--- src/rtl/ws2812_stream.sv ---
// rtl/ws2812_stream.sv - WS2812/SK6812 LED chain driver with pixel prefetch
// Serialises pixels fetched over a req/valid handshake onto the single-wire DO line.
module ws2812_stream #(
  parameter int NUM_LEDS     = 64,
  parameter int BITS_PER_LED = 24,
  parameter int CLK_HZ       = 12_000_000,
  parameter int T0H_NS       = 350,
  parameter int T1H_NS       = 700,
  parameter int TBIT_NS      = 1250,
  parameter int TRESET_NS    = 80000,
  parameter int CONTINUOUS   = 0,
  localparam int ADDR_W      = (NUM_LEDS > 1) ? $clog2(NUM_LEDS) : 1
) (
  input  logic                    clk,
  input  logic                    reset,
  input  logic                    start,
  output logic                    pixel_req,
  output logic [ADDR_W-1:0]       pixel_addr,
  input  logic [BITS_PER_LED-1:0] pixel_data,
  input  logic                    pixel_valid,
  output logic                    busy,
  output logic                    frame_done,
  output logic                    underrun,
  output logic                    DO
);

  localparam longint CLK_100K   = CLK_HZ / 100000;
  localparam int     T0H_CYC    = int'((CLK_100K * T0H_NS + 5000) / 10000);
  localparam int     T1H_CYC    = int'((CLK_100K * T1H_NS + 5000) / 10000);
  localparam int     TBIT_CYC   = int'((CLK_100K * TBIT_NS + 5000) / 10000);
  localparam int     TRESET_CYC = int'((CLK_100K * TRESET_NS + 5000) / 10000);
  localparam int     CNT_MAX    = (TRESET_CYC > TBIT_CYC) ? TRESET_CYC : TBIT_CYC;
  localparam int     CNT_W      = $clog2(CNT_MAX + 1);
  localparam int     BIT_W      = (BITS_PER_LED > 1) ? $clog2(BITS_PER_LED) : 1;

  if (!(T0H_CYC >= 1 && T0H_CYC < T1H_CYC && T1H_CYC < TBIT_CYC)) begin : g_bad_timing
    $error("ws2812_stream: bit timing must satisfy 1 <= T0H < T1H < TBIT cycles");
  end

  typedef enum logic [2:0] {IDLE, FETCH, HIGH, LOW, LATCH} state_t;

  state_t                  state, state_next;
  logic [CNT_W-1:0]        cnt;
  logic [BIT_W-1:0]        bit_idx;
  logic [ADDR_W-1:0]       led;
  logic [BITS_PER_LED-1:0] shreg, pf_data;
  logic                    pf_full;
  logic                    req_q;
  logic [ADDR_W-1:0]       addr_q;
  logic                    do_q;
  logic                    underrun_q;

  logic [CNT_W-1:0] hi_end;
  logic bit_done, last_bit, last_led, latch_end;
  logic shift_bit, load_next, underrun_evt, prefetch_issue;

  assign hi_end   = shreg[BITS_PER_LED-1] ? CNT_W'(T1H_CYC - 1) : CNT_W'(T0H_CYC - 1);
  assign bit_done = (state == LOW) && (cnt == CNT_W'(TBIT_CYC - 1));
  assign last_bit = (bit_idx == BIT_W'(BITS_PER_LED - 1));
  assign last_led = (led == ADDR_W'(NUM_LEDS - 1));
  assign latch_end = (state == LATCH) && (cnt == CNT_W'(TRESET_CYC - 1));

  assign shift_bit    = bit_done && !last_bit;
  assign load_next    = bit_done && last_bit && !last_led && pf_full;
  assign underrun_evt = bit_done && last_bit && !last_led && !pf_full;
  // Issued one cycle into the first bit so the address never changes under an active request.
  assign prefetch_issue = (state == HIGH) && (cnt == '0) && (bit_idx == '0) && !last_led;

  always_comb begin
    state_next = state;
    case (state)
      IDLE:  if (start || CONTINUOUS != 0) state_next = FETCH;
      FETCH: if (req_q && pixel_valid) state_next = HIGH;
      HIGH:  if (cnt == hi_end) state_next = LOW;
      LOW: begin
        if (bit_done) begin
          if (shift_bit || load_next) state_next = HIGH;
          else                        state_next = LATCH;
        end
      end
      LATCH: if (latch_end) state_next = IDLE;
      default: state_next = IDLE;
    endcase
  end

  always_ff @(posedge clk) begin
    if (reset) begin
      state      <= IDLE;
      cnt        <= '0;
      bit_idx    <= '0;
      led        <= '0;
      shreg      <= '0;
      pf_data    <= '0;
      pf_full    <= 1'b0;
      req_q      <= 1'b0;
      addr_q     <= '0;
      do_q       <= 1'b0;
      underrun_q <= 1'b0;
    end else begin
      state <= state_next;
      do_q  <= (state_next == HIGH);

      // One counter times both the bit period (HIGH then LOW) and the latch.
      if (state_next == LOW || (state_next == state && (state == HIGH || state == LATCH)))
        cnt <= cnt + CNT_W'(1);
      else
        cnt <= '0;

      if (state == IDLE && state_next == FETCH) begin
        req_q   <= 1'b1;
        addr_q  <= '0;
        led     <= '0;
        pf_full <= 1'b0;
      end

      if (prefetch_issue) begin
        req_q  <= 1'b1;
        addr_q <= led + ADDR_W'(1);
      end

      if (req_q && pixel_valid) begin
        if (state == FETCH) begin
          shreg   <= pixel_data;
          bit_idx <= '0;
        end else begin
          pf_data <= pixel_data;
          pf_full <= 1'b1;
        end
        req_q <= 1'b0;
      end

      if (shift_bit) begin
        shreg   <= {shreg[BITS_PER_LED-2:0], 1'b0};
        bit_idx <= bit_idx + BIT_W'(1);
      end

      if (load_next) begin
        shreg   <= pf_data;
        pf_full <= 1'b0;
        bit_idx <= '0;
        led     <= led + ADDR_W'(1);
      end

      if (underrun_evt) begin
        underrun_q <= 1'b1;
        req_q      <= 1'b0;
      end

      if (latch_end) addr_q <= '0;
    end
  end

  assign pixel_req  = req_q;
  assign pixel_addr = addr_q;
  assign busy       = (state != IDLE);
  assign frame_done = latch_end;
  assign underrun   = underrun_q;
  assign DO         = do_q;

endmodule

--- config.mk ---
export PLATFORM = sky130hd
export DESIGN_NAME = ws2812_stream
export DESIGN_NICKNAME = d
export VERILOG_FILES = /design/src/rtl/ws2812_stream.sv
export SDC_FILE = /design/constraint.sdc
export NUM_CORES = 1
export LEC_CHECK = 0
export CAP_MARGIN = 20
export CORE_ASPECT_RATIO = 0.6
export CORE_MARGIN = 2
export CORE_UTILIZATION = 51
export DETAILED_ROUTE_END_ITERATION = 16
export HOLD_SLACK_MARGIN = 0.08
export PLACE_DENSITY = 0.75
export SYNTH_ARGS = -nofsm -noshare
export SYNTH_HDL_FRONTEND = slang
export SYNTH_SLANG_ARGS = --single-unit
export TNS_END_PERCENT = 30
--- constraint.sdc ---
create_clock -name clk -period 2.4 [get_ports clk]
set_input_delay 0.6 -clock clk [delete_from_list [all_inputs] [get_ports clk]]
set_output_delay 0.6 -clock clk [all_outputs]
set_load 0.005 [all_outputs]
==> summary.txt, run 1 <==
Status
  • Status: complete, no violations

STA
  • Max_slew headroom: 65.7%
  • RSZ-0062 raised after global routing: yes
  • Final setup skew: 0.00404 ns
  • Min Clock Period, post-route: 2.38 ns
  • Hold_ws: 0.431 ns
  • Fmax: 419 MHz
  • Setup TNS: 0 ns
  • Tcrit/Tclk final: 99.3%
  • Worst-margin pin slew: 0.508 ns
  • Setup-failing EPs final: 0
  • Fin. max-slew vios: 0
  • Fin. Hold Viols: 0

Logic synthesis
  • Top FF cell, synth: dfxtp_1
  • Synth warnings: 0
  • Mapped cell area: 3930 µm²
  • Compound-cell area share of the yosys netlist: 19.2%
  • Synth top area share: 41.8%
  • Ys async rst share: 0%
  • Adder-Cell Fraction of Synth Area: 1.91%
  • Seq/Total Area, Yosys: 41.8%
  • Ranking of synthesized cells by area: dfxtp_1 42%, a21oi_1 9.7%, nand2_1 8.6%, nor3_1 4.1%, mux2i_1 3.8%
  • Yosys reg bits: 82
  • Mux contribution to synthesized area: 4.11%
  • Syn Inst Count: 492
  • Post-synth top area cell: dfxtp_1
  • Net Count, Synth: 526
  • Post-synth EDFFs: 0
  • Simple logic cell fraction of the synthesized area: 25.5%
  • Xor/xnor share of the synthesized area: 2.90%
  • Unique masters post-synth: 44
  • Largest family of logic cells by synthesized area: simple AND/OR/NAND/NOR gates
  • Syn avg cell area: 7.98 µm²

Critical path
  • Crit path launch: cnt[6]$_SDFF_PP0_
  • CP Max Fanout: 12
  • Crit path cell chain: or4_4, or4_4, buf_6, or3_1, buf_6, o211ai_1, a21oi_1
  • Setup crit end: shreg[19]$_SDFFE_PP0P_
  • Reg2reg setup slack: 0.02 ns
  • R2R Path End: shreg[19]$_SDFFE_PP0P_
  • Critical Path Max Stage Delay: 0.57 ns
  • CP max stage cell: or4_4
  • WP data arrival: 2.60 ns
  • CP Launch Type: flip-flop
  • Crit. End Element: flip-flop
  • Worst Path Required: 2.62 ns
  • R2r worst-path depth: 7
  • Reg2reg start: cnt[6]$_SDFF_PP0_
  • Setup CP Type: flip-flop to flip-flop

Cells and area
  • Fillers: 619
  • Ant diodes: 0
  • # nets final: 584
  • Layout area overhead: 29.2%
  • Layout cell share with drive strength beyond 1: 14.6%
  • Util after Layout: 68.9%

Hold path
  • Hold path start: cnt[0]$_SDFF_PP0_
  • Hold crit path type: flip-flop to flip-flop

CTS
  • Htree depth: 3
  • CTS sink cnt: 82
  • Clk slew on worst S/H paths: 0.06 ns
  • Clock latency on the worst-skew pair: 0.34 ns
  • Number of hold buffers added after CTS: 0
  • Clock buffer depth: 2
  • Root cell of the clock tree: clkbuf_16
  • CTS buffer count: 9
  • CTS tree: yes

Detailed routing
  • Final ANT Viol Nets: 0
  • Vias/cell: 5.79
  • WL/cell: 15.8 µm
  • Routed WL: 10400 µm
  • DR pass1 iterations: 5
  • Via Count: 3817
  • DRT iter0 DRCs: 379
  • Detailed-route DRC error count: 0

Die
  • Core ar.: 7360 µm²
  • Die Wd: 117 µm
  • # rows: 24
  • Boundary pin count: 39
  • Full die area: 8440 µm²
  • Initial Util: 53.4%
  • Die Y: 72.0 µm

Power
  • Static Leak: 1.75 nW
  • PD cells: 649 nW/µm²
  • VDD IR max: 0.436 mV

GRT
  • GRT Util Overall: 26.2%
  • Grt total ovfl: 0
  • Largest net degree at the start of global routing: 38
  • First-pass GRT wire length: 17300 µm
  • Initial antenna violation count: 0
  • Vias in the first global route: 3606

Run
  • MaxCap Viol Count: 0

Placed design
  • Hpwl dp: 7030 µm
  • I/O Buffers: 38
  • Gpl congestion: 0.896
worst min path at each step:
stage | to | slack, ns | cells after the start
3_5_place_dp | pf_data[7]$_SDFFE_PP0P_ | 0.45 | 2
3_3_place_gp | shreg[9]$_SDFFE_PP0P_ | 0.44 | 2
2_1_floorplan | cnt[0]$_SDFF_PP0_ | 0.43 | 1
5_1_grt | cnt[0]$_SDFF_PP0_ | 0.47 | 1
6_report | cnt[0]$_SDFF_PP0_ | 0.43 | 1
4_1_cts | cnt[0]$_SDFF_PP0_ | 0.43 | 1
metal layers:
layer | track usage [%] | part of all wire, % | routed length (µm) | vias to the layer above
li1 | - | - | - | 1856
met1 | 37.5 | 47 | 4880 | 1825
met2 | 40.0 | 45 | 4710 | 124
met3 | 5.26 | 7.1 | 737 | 12
met4 | 8.76 | 1.1 | 116 | 0
met5 | 0 | 0 | 0 | -
final cells by class:
class / instances / area [µm²] / area share, %
multi-input cells: 366 / 2140 / 42.3
inverters: 7 / 26.3 / 0.518
flip-flops and latches: 82 / 1650 / 32.5
clock inverters: 5 / 100 / 1.97
well taps: 104 / 130 / 2.57
clock buffers: 11 / 253 / 4.98
repair buffers: 84 / 772 / 15.2
cells by family after synthesis:
group	after synthesis
simple gates	207
buf+inv	44
xor+xnor	13
fa+ha+maj	6
mux	16
compound gates	124
flops	82
flip-flops by register name, summed over array words and instances (netlist names):
signal and cells:
DO 1, bit_idx 5, cnt 10, led 6, pf_data 24, pf_full 1
pixel_addr 6, pixel_req 1, shreg 24, state 3, underrun 1
cells in the mapped netlist, types with 2 or more instances:
cell	n
nor4_1	3
a31oi_1	4
o211ai_1	10
xnor2_1	6
ha_1	6
nand3b_1	7
dfxtp_1	82
nor4b_1	3
a21oi_1	76
nor3b_1	2
buf_2	8
nor2b_1	4
a211oi_1	5
or3_1	4
or4_1	3
nand2_1	90
nand2b_1	2
or2_2	3
nand4b_1	4
buf_1	2
clkbuf_1	26
o22ai_1	9
nor2_1	26
inv_1	7
mux2i_1	15
nor3_1	32
nand3_1	14
a211o_1	14
xor2_1	7
and3_1	4
worst max-delay path, delay by kind of cell, from the launching register on:
| kind | cells | cell delay (ns) |
|---|---|---|
| AOI/OAI and AO/OA | 2 | 0.23 |
| buffers and inverters | 2 | 0.30 |
| DFF | 1 | 0.31 |
| and+or+nand+nor | 3 | 1.42 |
through the flow:
step | total power (W) | setup slack, ns | cells | instance area [µm²]
floorplan | 0.00158 | 0.0276 | 492 | 3930
detailed placement | 0.00170 | -0.103 | 640 | 4630
finish | 0.00329 | 0.0158 | 659 | 5070
global placement | 0.00169 | -0.0565 | 640 | 4630
global route | 0.00339 | -0.00945 | 659 | 5070
CTS | 0.00329 | 0.0201 | 656 | 5010
where the power goes:
| part | total (W) | internal [W] | switching (W) | leakage (nW) |
|---|---|---|---|---|
| combinational | 0.000270 | 0.000127 | 0.000142 | 0.913 |
| clock | 0.00161 | 0.00107 | 0.000540 | 0.176 |
| sequential | 0.00141 | 0.00139 | 0.0000189 | 0.665 |
repair_timing:
| item | in CTS | in global routing |
|---|---|---|
| pin swaps | 2 | 8 |
| gates resized for setup | 10 | 6 |
| setup buffers | 0 | 3 |
| setup endpoints to repair | 17 | 20 |
| hold endpoints to repair | 0 | 0 |
placed cells by master, fill, tap and decap left out, types with 3 or more instances in the layout:
| master | n |
|---|---|
| nand2_1 | 90 |
| dfxtp_1 | 78 |
| a21oi_1 | 76 |
| buf_4 | 39 |
| clkdlybuf4s50_1 | 36 |
| nor3_1 | 30 |
| nor2_1 | 26 |
| mux2i_1 | 15 |
| nand3_1 | 14 |
| a211o_1 | 14 |
| o211ai_1 | 10 |
| o22ai_1 | 9 |
| clkbuf_16 | 9 |
| inv_1 | 7 |
| nand3b_1 | 7 |
| xor2_1 | 7 |
| xnor2_1 | 6 |
| a211oi_1 | 5 |
| ha_1 | 5 |
| nand4b_1 | 4 |
| and3_1 | 4 |
| or3_1 | 4 |
| a31oi_1 | 4 |
| nor2b_1 | 4 |
| dfxtp_2 | 4 |
| buf_6 | 4 |
| or2_2 | 3 |
| nor4b_1 | 3 |
| bufinv_16 | 3 |
| buf_12 | 3 |
No activity file was read; power rests on OpenSTA's default activity.
==> inputs of run 2 (changes only) <==
Settings changed: CTS_CLUSTER_SIZE set to 16, GPL_ROUTABILITY_DRIVEN set to 0, GPL_TIMING_DRIVEN set to 1.
==> results of run 2 <==
Same layout as run 1: the final DEF is identical, and so are final timing and power.
